--- src/rtl/pixel_sensor_controller.sv ---
// pixel_sensor_controller
//   Frame sequencer for the pixel array. One start request runs a full frame:
//   erase -> expose -> ramp conversion -> row readout, then back to idle.
//
// Ports
//   clk          system clock, all logic on posedge
//   reset        synchronous, active-low reset
//   start        frame request, sampled only while idle
//   expose_time  exposure length in clk cycles, latched on accepted start (0 acts as 1)
//   all_cmp      every pixel comparator has fired (early end of conversion)
//   ERASE        pixel erase strobe to the array
//   EXPOSE       pixel expose strobe to the array
//   RAMP         ramp step strobe to the array
//   counter      ramp step count to the pixel data latches
//   read_row     one-hot row select during readout, else 0
//   read_valid   readout row presented
//   read_ready   readout consumer accepts current row
//   busy         high from the cycle after an accepted start through frame_done
//   frame_done   one-cycle pulse after the last row is accepted
module pixel_sensor_controller #(
  parameter int PIXEL_BITS   = 8,
  parameter int ERASE_CYCLES = 5,
  parameter int ROWS         = 2,
  parameter int EXPOSE_W     = 16
) (
  input  logic                  clk,
  input  logic                  reset,
  input  logic                  start,
  input  logic [EXPOSE_W-1:0]   expose_time,
  input  logic                  all_cmp,
  output logic                  ERASE,
  output logic                  EXPOSE,
  output logic                  RAMP,
  output logic [PIXEL_BITS-1:0] counter,
  output logic [ROWS-1:0]       read_row,
  output logic                  read_valid,
  input  logic                  read_ready,
  output logic                  busy,
  output logic                  frame_done
);

  // Phase timer shared by the erase and expose phases; wide enough for either.
  localparam int TW = (EXPOSE_W > 32) ? EXPOSE_W : 32;

  typedef enum logic [2:0] {
    IDLE,
    ERASE_ST,
    EXPOSE_ST,
    CONVERT,
    READ
  } state_t;

  state_t                state, state_n;
  logic [TW-1:0]         timer, timer_n;
  logic [EXPOSE_W-1:0]   exposure, exposure_n;
  logic [EXPOSE_W-1:0]   expose_last;
  logic                  erase_n, expose_n, ramp_n;
  logic [PIXEL_BITS-1:0] counter_n;
  logic [ROWS-1:0]       row_n;
  logic                  valid_n, busy_n, done_n;

  assign expose_last = exposure - 1'b1;

  always_ff @(posedge clk) begin
    if (!reset) begin
      state      <= IDLE;
      timer      <= '0;
      exposure   <= '0;
      ERASE      <= 1'b0;
      EXPOSE     <= 1'b0;
      RAMP       <= 1'b0;
      counter    <= '0;
      read_row   <= '0;
      read_valid <= 1'b0;
      busy       <= 1'b0;
      frame_done <= 1'b0;
    end else begin
      state      <= state_n;
      timer      <= timer_n;
      exposure   <= exposure_n;
      ERASE      <= erase_n;
      EXPOSE     <= expose_n;
      RAMP       <= ramp_n;
      counter    <= counter_n;
      read_row   <= row_n;
      read_valid <= valid_n;
      busy       <= busy_n;
      frame_done <= done_n;
    end
  end

  // Every output is registered, so each branch computes the value the
  // outputs take in the cycle after the edge, not the current cycle.
  always_comb begin
    state_n    = state;
    timer_n    = timer;
    exposure_n = exposure;
    erase_n    = 1'b0;
    expose_n   = 1'b0;
    ramp_n     = 1'b0;
    counter_n  = counter;
    row_n      = read_row;
    valid_n    = read_valid;
    busy_n     = busy;
    done_n     = 1'b0;

    unique case (state)
      IDLE: begin
        // busy is still high in the frame_done cycle (state already IDLE)
        // and stays high when a back-to-back start is accepted here.
        busy_n = start;
        if (start) begin
          exposure_n = (expose_time == '0) ? EXPOSE_W'(1) : expose_time;
          state_n    = ERASE_ST;
          erase_n    = 1'b1;
          timer_n    = '0;
          counter_n  = '0;
        end
      end

      ERASE_ST: begin
        if (timer == TW'(ERASE_CYCLES - 1)) begin
          state_n  = EXPOSE_ST;
          expose_n = 1'b1;
          timer_n  = '0;
        end else begin
          erase_n = 1'b1;
          timer_n = timer + 1'b1;
        end
      end

      EXPOSE_ST: begin
        if (timer == TW'(expose_last)) begin
          state_n = CONVERT;
        end else begin
          expose_n = 1'b1;
          timer_n  = timer + 1'b1;
        end
      end

      CONVERT: begin
        // all_cmp is honoured only after a RAMP-low cycle; the full-scale
        // check only after a RAMP-high cycle, since that is where counter moves.
        if (!RAMP) begin
          if (all_cmp) begin
            state_n = READ;
            valid_n = 1'b1;
            row_n   = ROWS'(1);
          end else begin
            ramp_n    = 1'b1;
            counter_n = counter + 1'b1;
          end
        end else if (counter == '1) begin
          state_n = READ;
          valid_n = 1'b1;
          row_n   = ROWS'(1);
        end
      end

      READ: begin
        if (read_ready) begin
          if (read_row[ROWS-1]) begin
            state_n = IDLE;
            valid_n = 1'b0;
            row_n   = '0;
            done_n  = 1'b1;
          end else begin
            row_n = read_row << 1;
          end
        end
      end

      default: state_n = IDLE;
    endcase
  end

endmodule

--- config.mk ---
export PLATFORM = sky130hd
export DESIGN_NAME = pixel_sensor_controller
export DESIGN_NICKNAME = d
export VERILOG_FILES = /design/src/rtl/pixel_sensor_controller.sv
export SDC_FILE = /design/constraint.sdc
export NUM_CORES = 1
export LEC_CHECK = 0
export CAP_MARGIN = 10
export CORE_MARGIN = 10
export CORE_UTILIZATION = 45
export DETAILED_ROUTE_END_ITERATION = 8
export PLACE_DENSITY_LB_ADDON = 0.25
export SKIP_CTS_REPAIR_TIMING = 1
export SYNTH_ARGS = -nofsm -noshare
export SYNTH_HDL_FRONTEND = slang
export SYNTH_SLANG_ARGS = --single-unit
--- constraint.sdc ---
create_clock -name clk -period 2.7 [get_ports clk]
set_input_delay 0.27 -clock clk [delete_from_list [all_inputs] [get_ports clk]]
set_output_delay 0.27 -clock clk [all_outputs]
set_load 0.01 [all_outputs]
After elaboration in Yosys (flattened, before gate mapping)
Index checks and enable logic that the tools add are counted.
{"block": "totals", "regBits": 67, "latchBits": 0, "ramBits": 0, "rom_bits": 0, "in_bits": 21, "wordCells": 84, "memories": 0}
{"block": "op_classes", "n_addsub": 3, "mul": 0, "div_mod_pow": 0, "order_cmp": 0, "eq_ne": 17, "shift": 0, "mux": 38, "bitwise_logic": 2, "reduce_logical": 13}
{"operator": "$mux 32", "n": 3}
{"operator": "$pmux 32 s3", "n": 1}
{"operator": "$add 32x1->32 const B", "n": 1}
{"operator": "$eq 32x16->1", "n": 1}
{"operator": "$eq 32x3->1 const B", "n": 1}
{"operator": "$mux 3", "n": 8}
{"operator": "$mux 8", "n": 3}
{"operator": "$logic_not 16->1", "n": 1}
{"operator": "$mux 16", "n": 1}
{"operator": "$ne 2x2->1 const B", "n": 8}
{"operator": "$pmux 8 s2", "n": 1}
{"operator": "$sub 16x1->16 const B", "n": 1}
{"operator": "$pmux 3 s5", "n": 1}
{"operator": "$mux 1", "n": 11}
{"operator": "$mux 2", "n": 5}
{"operator": "$add 8x1->8 const B", "n": 1}
{"operator": "$eq 8x8->1 const B", "n": 1}
{"operator": "$reduce_and 4->1", "n": 2}
{"operator": "$reduce_and 7->1", "n": 1}
{"operator": "$eq 3x2->1 const B", "n": 2}
{"operator": "$ne 3x3->1 const B", "n": 2}
{"operator": "$pmux 1 s2", "n": 3}
{"operator": "$reduce_and 3->1", "n": 2}
{"operator": "$reduce_and 5->1", "n": 1}
{"operator": "other kinds (9)", "n": 11}

Depth between registers and ports, before layout
{"block": "logic_depth", "ltp_word": 4, "depth_mapped": 11}

Worst setup path after synthesis
OpenSTA, ideal clock, no wires.
{"block": "synth_timing", "kind": "register to register", "startpoint": "register exposure[8]", "endpoint": "register timer[22]", "arrival_time_ns": 2.774, "slack_ns": -0.215, "stages_incl_launch_ff": 9, "period_less_slack_ns": 2.915, "cell_sequence": "dfxtp_1 > or4_4 > or3_1 > a2111o_1 > a211o_1 > nor4_4 > clkbuf_1 > or4_1 > a21oi_2"}
{"block": "synth_between", "elab_chain_len": 4}
{"item": "start, declared", "line_no": "55", "rtl": "logic [EXPOSE_W-1:0] exposure, exposure_n;"}
{"item": "start signal, assigned", "line_no": "80", "rtl": "exposure <= exposure_n;"}
{"item": "$sub 16x1->16", "line_no": "62", "rtl": "assign expose_last = exposure - 1'b1;"}
{"item": "$eq 32x16->1", "line_no": "133", "rtl": "if (timer == TW'(expose_last)) begin"}
{"item": "$ne 2x2->1 (no line)"}
{"item": "$reduce_and 3->1 (no line)"}
{"item": "end signal, assigned", "line_no": "79", "rtl": "timer <= timer_n;"}
{"item": "end, declared", "line_no": "54", "rtl": "logic [TW-1:0] timer, timer_n;"}
No other way between the ends.
A chain may end at the register's enable or synchronous reset.

Final worst setup path
{"block": "layout_timing", "startpoint": "register exposure[11]", "endpoint": "register timer[12]"}
The elaborated chain is that of the path after synthesis.

==> summary.md <==
| Metric | Value |
|---|---|
| Tightest Hold Check Type | `flop to flop` |
| Die Span X | `112 um` |
| Setup crit start kind | `flop` |
| Total CTS buffers | `9` |
| CP max FO | `22` |
| Met3 Wirelength | `632 um` |
| Power Density | `514 nW/um2` |
| Longest Clk Path Bufs | `2` |
| GP Congestion | `0.845` |
| Cell-internal power | `1.77 mW` |
| Power share of the clock group | `between 30% and 40%` |
| Slew Viols, Final | `0` |
| Psw | `between 0.6 and 0.7 mW` |
| Total track usage | `16.0%` |
| Grt ovf | `0` |
| Ys async rst share | `0%` |
| Metal-1 WL | `4630 um` |
| # DRC | `0` |
| Dpl cells | `slightly above 600` |
| Worst rel slew slack | `30.1%` |
| Syn-to-layout area delta | `24.3%` |
| Top routing layer used | `met4` |
| Post-Layout Cell Count | `623` |
| TritonRoute pass-1 iters | `4` |
| Share of post-route cells with drive strength above 1 | `19.1%` |
| Dpl ws | `-0.112 ns` |
| Vias | `3680` |
| Total power draw | `about 2.4 mW` |
| Mux cell area share after synthesis | `0.556%` |
| Final WS setup | `-0.0304 ns` |
| Clock slew at reported path FFs | `0.08 ns` |
| Top Ports | `37` |
| Initial Utilization | `a little under half` |
| Clk_skew | `0.00870 ns` |
| Max Cap Violations | `0` |
| Post-synthesis compound-gate area fraction | `~22%` |
| Final hold vios | `0` |
| Initial antenna violation count | `0` |
| Via density | `5.91` |
| Critical path class | `flop to flop` |
| Peak Freq | `366 MHz` |
| RSZ-0062 raised after global routing | `yes` |
| Sw frac | `27.6%` |
| Combinational Power Share | `19.8%` |
| Final Critical Period | `2.73 ns` |
| Number of port buffers | `36` |
| Register bit count reported by yosys | `67` |
| Vias in the first global route | `3554` |
| CP Capture Type | `flop` |
| Largest family of logic cells by synthesized area | `simple AND/OR/NAND/NOR gates` |
| Initial DRC Count | `229` |
| Yosys cell types | `59` |
| Number of fill cells in the layout | `about 780` |
| WP data required | `2.99 ns` |
| H-tree depth | `3` |
| Largest net degree at the start of global routing | `30` |
| Syn nets | `481` |
| Global-route wire length before repair | `between 15000 and 20000 um` |
| Failing checks | `setup timing` |
| Post-Syn Instances | `about 460` |
| Post-synthesis adder-cell area fraction | `~1.3%` |
| Total negative setup slack | `-0.351 ns` |
| Total die area | `12600 um2` |
| Avg Inst Size Synth | `8.39 um2` |
| Row cnt | `33` |
| Detailed Route WL | `10100 um` |
| Clock sink count | `67` |
| Synth Area in XOR/XNOR | `approximately 5.7%` |
| Maximum vdd ir drop | `0.228 mV` |
| CTS root buf | `clkbuf_8` |
| Seq/Total Area, Yosys | `35.1%` |
| Setup violators final | `21` |
| Number of synthesized flops with an enable pin | `0` |
| Area of the mapped netlist | `3830 um2` |
| Antenna Nets Post-Route | `0` |
| Routed wire per std cell | `16.3 um` |
| Hpwl dp | `7410 um` |
| Sequential power share | `a little over two fifths` |
| Most used DFF post-synth | `dfxtp_1` |
| Period utilization | `101%` |
| Antenna cell count | `0` |
| CP arrival | `3.02 ns` |
| Core area | `8260 um2` |
| Die Span Y | `approximately 110 um` |
| Slew @ Worst Pin | `1.04 ns` |
| Simple-Gate Fraction of Synth Area | `29.6%` |
| TritonCTS clock tree | `done` |
| Outcome | `finished, violations left` |
| Static Leak | `1.72 nW` |
| Fin Hold WS | `0.480 ns` |
| Clk Latency, worst-skew pair | `about 0.34 ns` |
| Metal2 WL | `4810 um` |
| Synth warn | `0` |
| Final nets | `between 500 and 600` |
## Yosys cell counts, types with 3 or more instances
cell / instances / area [um2]
dfxtp_1: 67 / 1340
inv_1: 10 / 37.5
a31oi_1: 5 / 31.3
nand2_1: 50 / 188
buf_6: 4 / 45.0
nor4_1: 16 / 100
o31a_1: 4 / 35.0
ha_1: 4 / 50.1
o21ai_2: 9 / 78.8
o31ai_1: 10 / 75.1
and3_1: 9 / 56.3
nor4b_1: 3 / 26.3
a22o_1: 11 / 96.3
a21oi_1: 14 / 70.1
xnor2_1: 13 / 114
xor2_1: 12 / 105
or2_2: 3 / 18.8
o21ai_0: 7 / 35.0
nand4_1: 19 / 119
or3_1: 20 / 125
or4_1: 23 / 173
o211ai_1: 15 / 113
clkbuf_1: 23 / 86.3
nor3_1: 12 / 60.1
a211oi_1: 3 / 22.5
nor2_1: 25 / 93.8
a21oi_2: 14 / 123
nand3_1: 14 / 70.1
## power by group through the flow
stage	Sequential [mW]	Combinational (mW)	Clock [mW]
2_1_floorplan	1.07	0.298	0
3_3_place_gp	1.08	0.456	0
3_5_place_dp	1.08	0.462	0
4_1_cts	1.06	0.465	0.927
5_1_grt	1.06	0.532	0.964
6_report	1.06	0.483	0.903
## cells in the final DEF (no fill, tap or decap), types with 15 or more instances in the layout
cell | synthesis | routed
nand4_1 | 19 | 19
or4_1 | 23 | 22
o211ai_1 | 15 | 15
nand2_1 | 50 | 50
buf_4 | 0 | 37
nor2_1 | 25 | 25
dfxtp_1 | 67 | 66
or3_1 | 20 | 15
clkdlybuf4s50_1 | 0 | 36
nor4_1 | 16 | 16
## state kept, by name, indices dropped and copies added, names as in the netlist
register    flops
ERASE           1
EXPOSE          1
RAMP            1
busy            1
counter         8
exposure       16
frame_done      1
read_row        2
read_valid      1
state           3
timer          32
## worst paths after layout
kind,start,endpoint,slack [ns],cells after the start
min,busy$_SDFFE_PN0P_,busy$_SDFFE_PN0P_,0.48,2
max reg2reg,exposure[11]$_SDFFE_PN0P_,timer[12]$_SDFFE_PN0P_,-0.03,9
min reg2reg,busy$_SDFFE_PN0P_,busy$_SDFFE_PN0P_,0.48,2
max,exposure[11]$_SDFFE_PN0P_,timer[12]$_SDFFE_PN0P_,-0.03,9
## kinds of logic after synthesis
kind of cell	Yosys count
buffers and inverters	41
AO/OA/AOI/OAI	112
multiplexers	2
XOR/XNOR	25
flip-flops	67
AND/OR/NAND/NOR	205
adder cells (fa/ha/maj)	4
## routing by layer
layer / vias up / GRT usage, %
li1: 1856 / -
met2: 73 / 25.3
met3: 6 / 5.59
met1: 1745 / 19.9
met4: 0 / 4.82
met5: - / 0
## per-stage QoR
step,utilization [%],instance area (um2)
2_1_floorplan,-,3830
3_3_place_gp,54.5,4500
3_5_place_dp,54.5,4500
4_1_cts,57.0,4700
5_1_grt,57.6,4760
6_report,57.6,4760
## area by class of cell
class                           instances  area [um2]  area share (%)
Clock buffer                           10         128            2.68
Tap cell                              105         131            2.76
Timing Repair Buffer                   77         709            14.9
Inverter                               10        37.5           0.789
Sequential cell                        67        1340            28.2
Multi-Input combinational cell        348        2330            48.9
Clock inverter                          6        80.1            1.68
## critical path: stages, from the launching register on
cell	delay [ns]
dfxtp_2	0.32
or4_4	0.54
or3_1	0.35
o31a_1	0.30
o22ai_2	0.22
nor4_4	0.08
buf_12	0.17
buf_4	0.16
or4_1	0.47
nand2_1	0.08
Power figures use the tool's default switching activity.
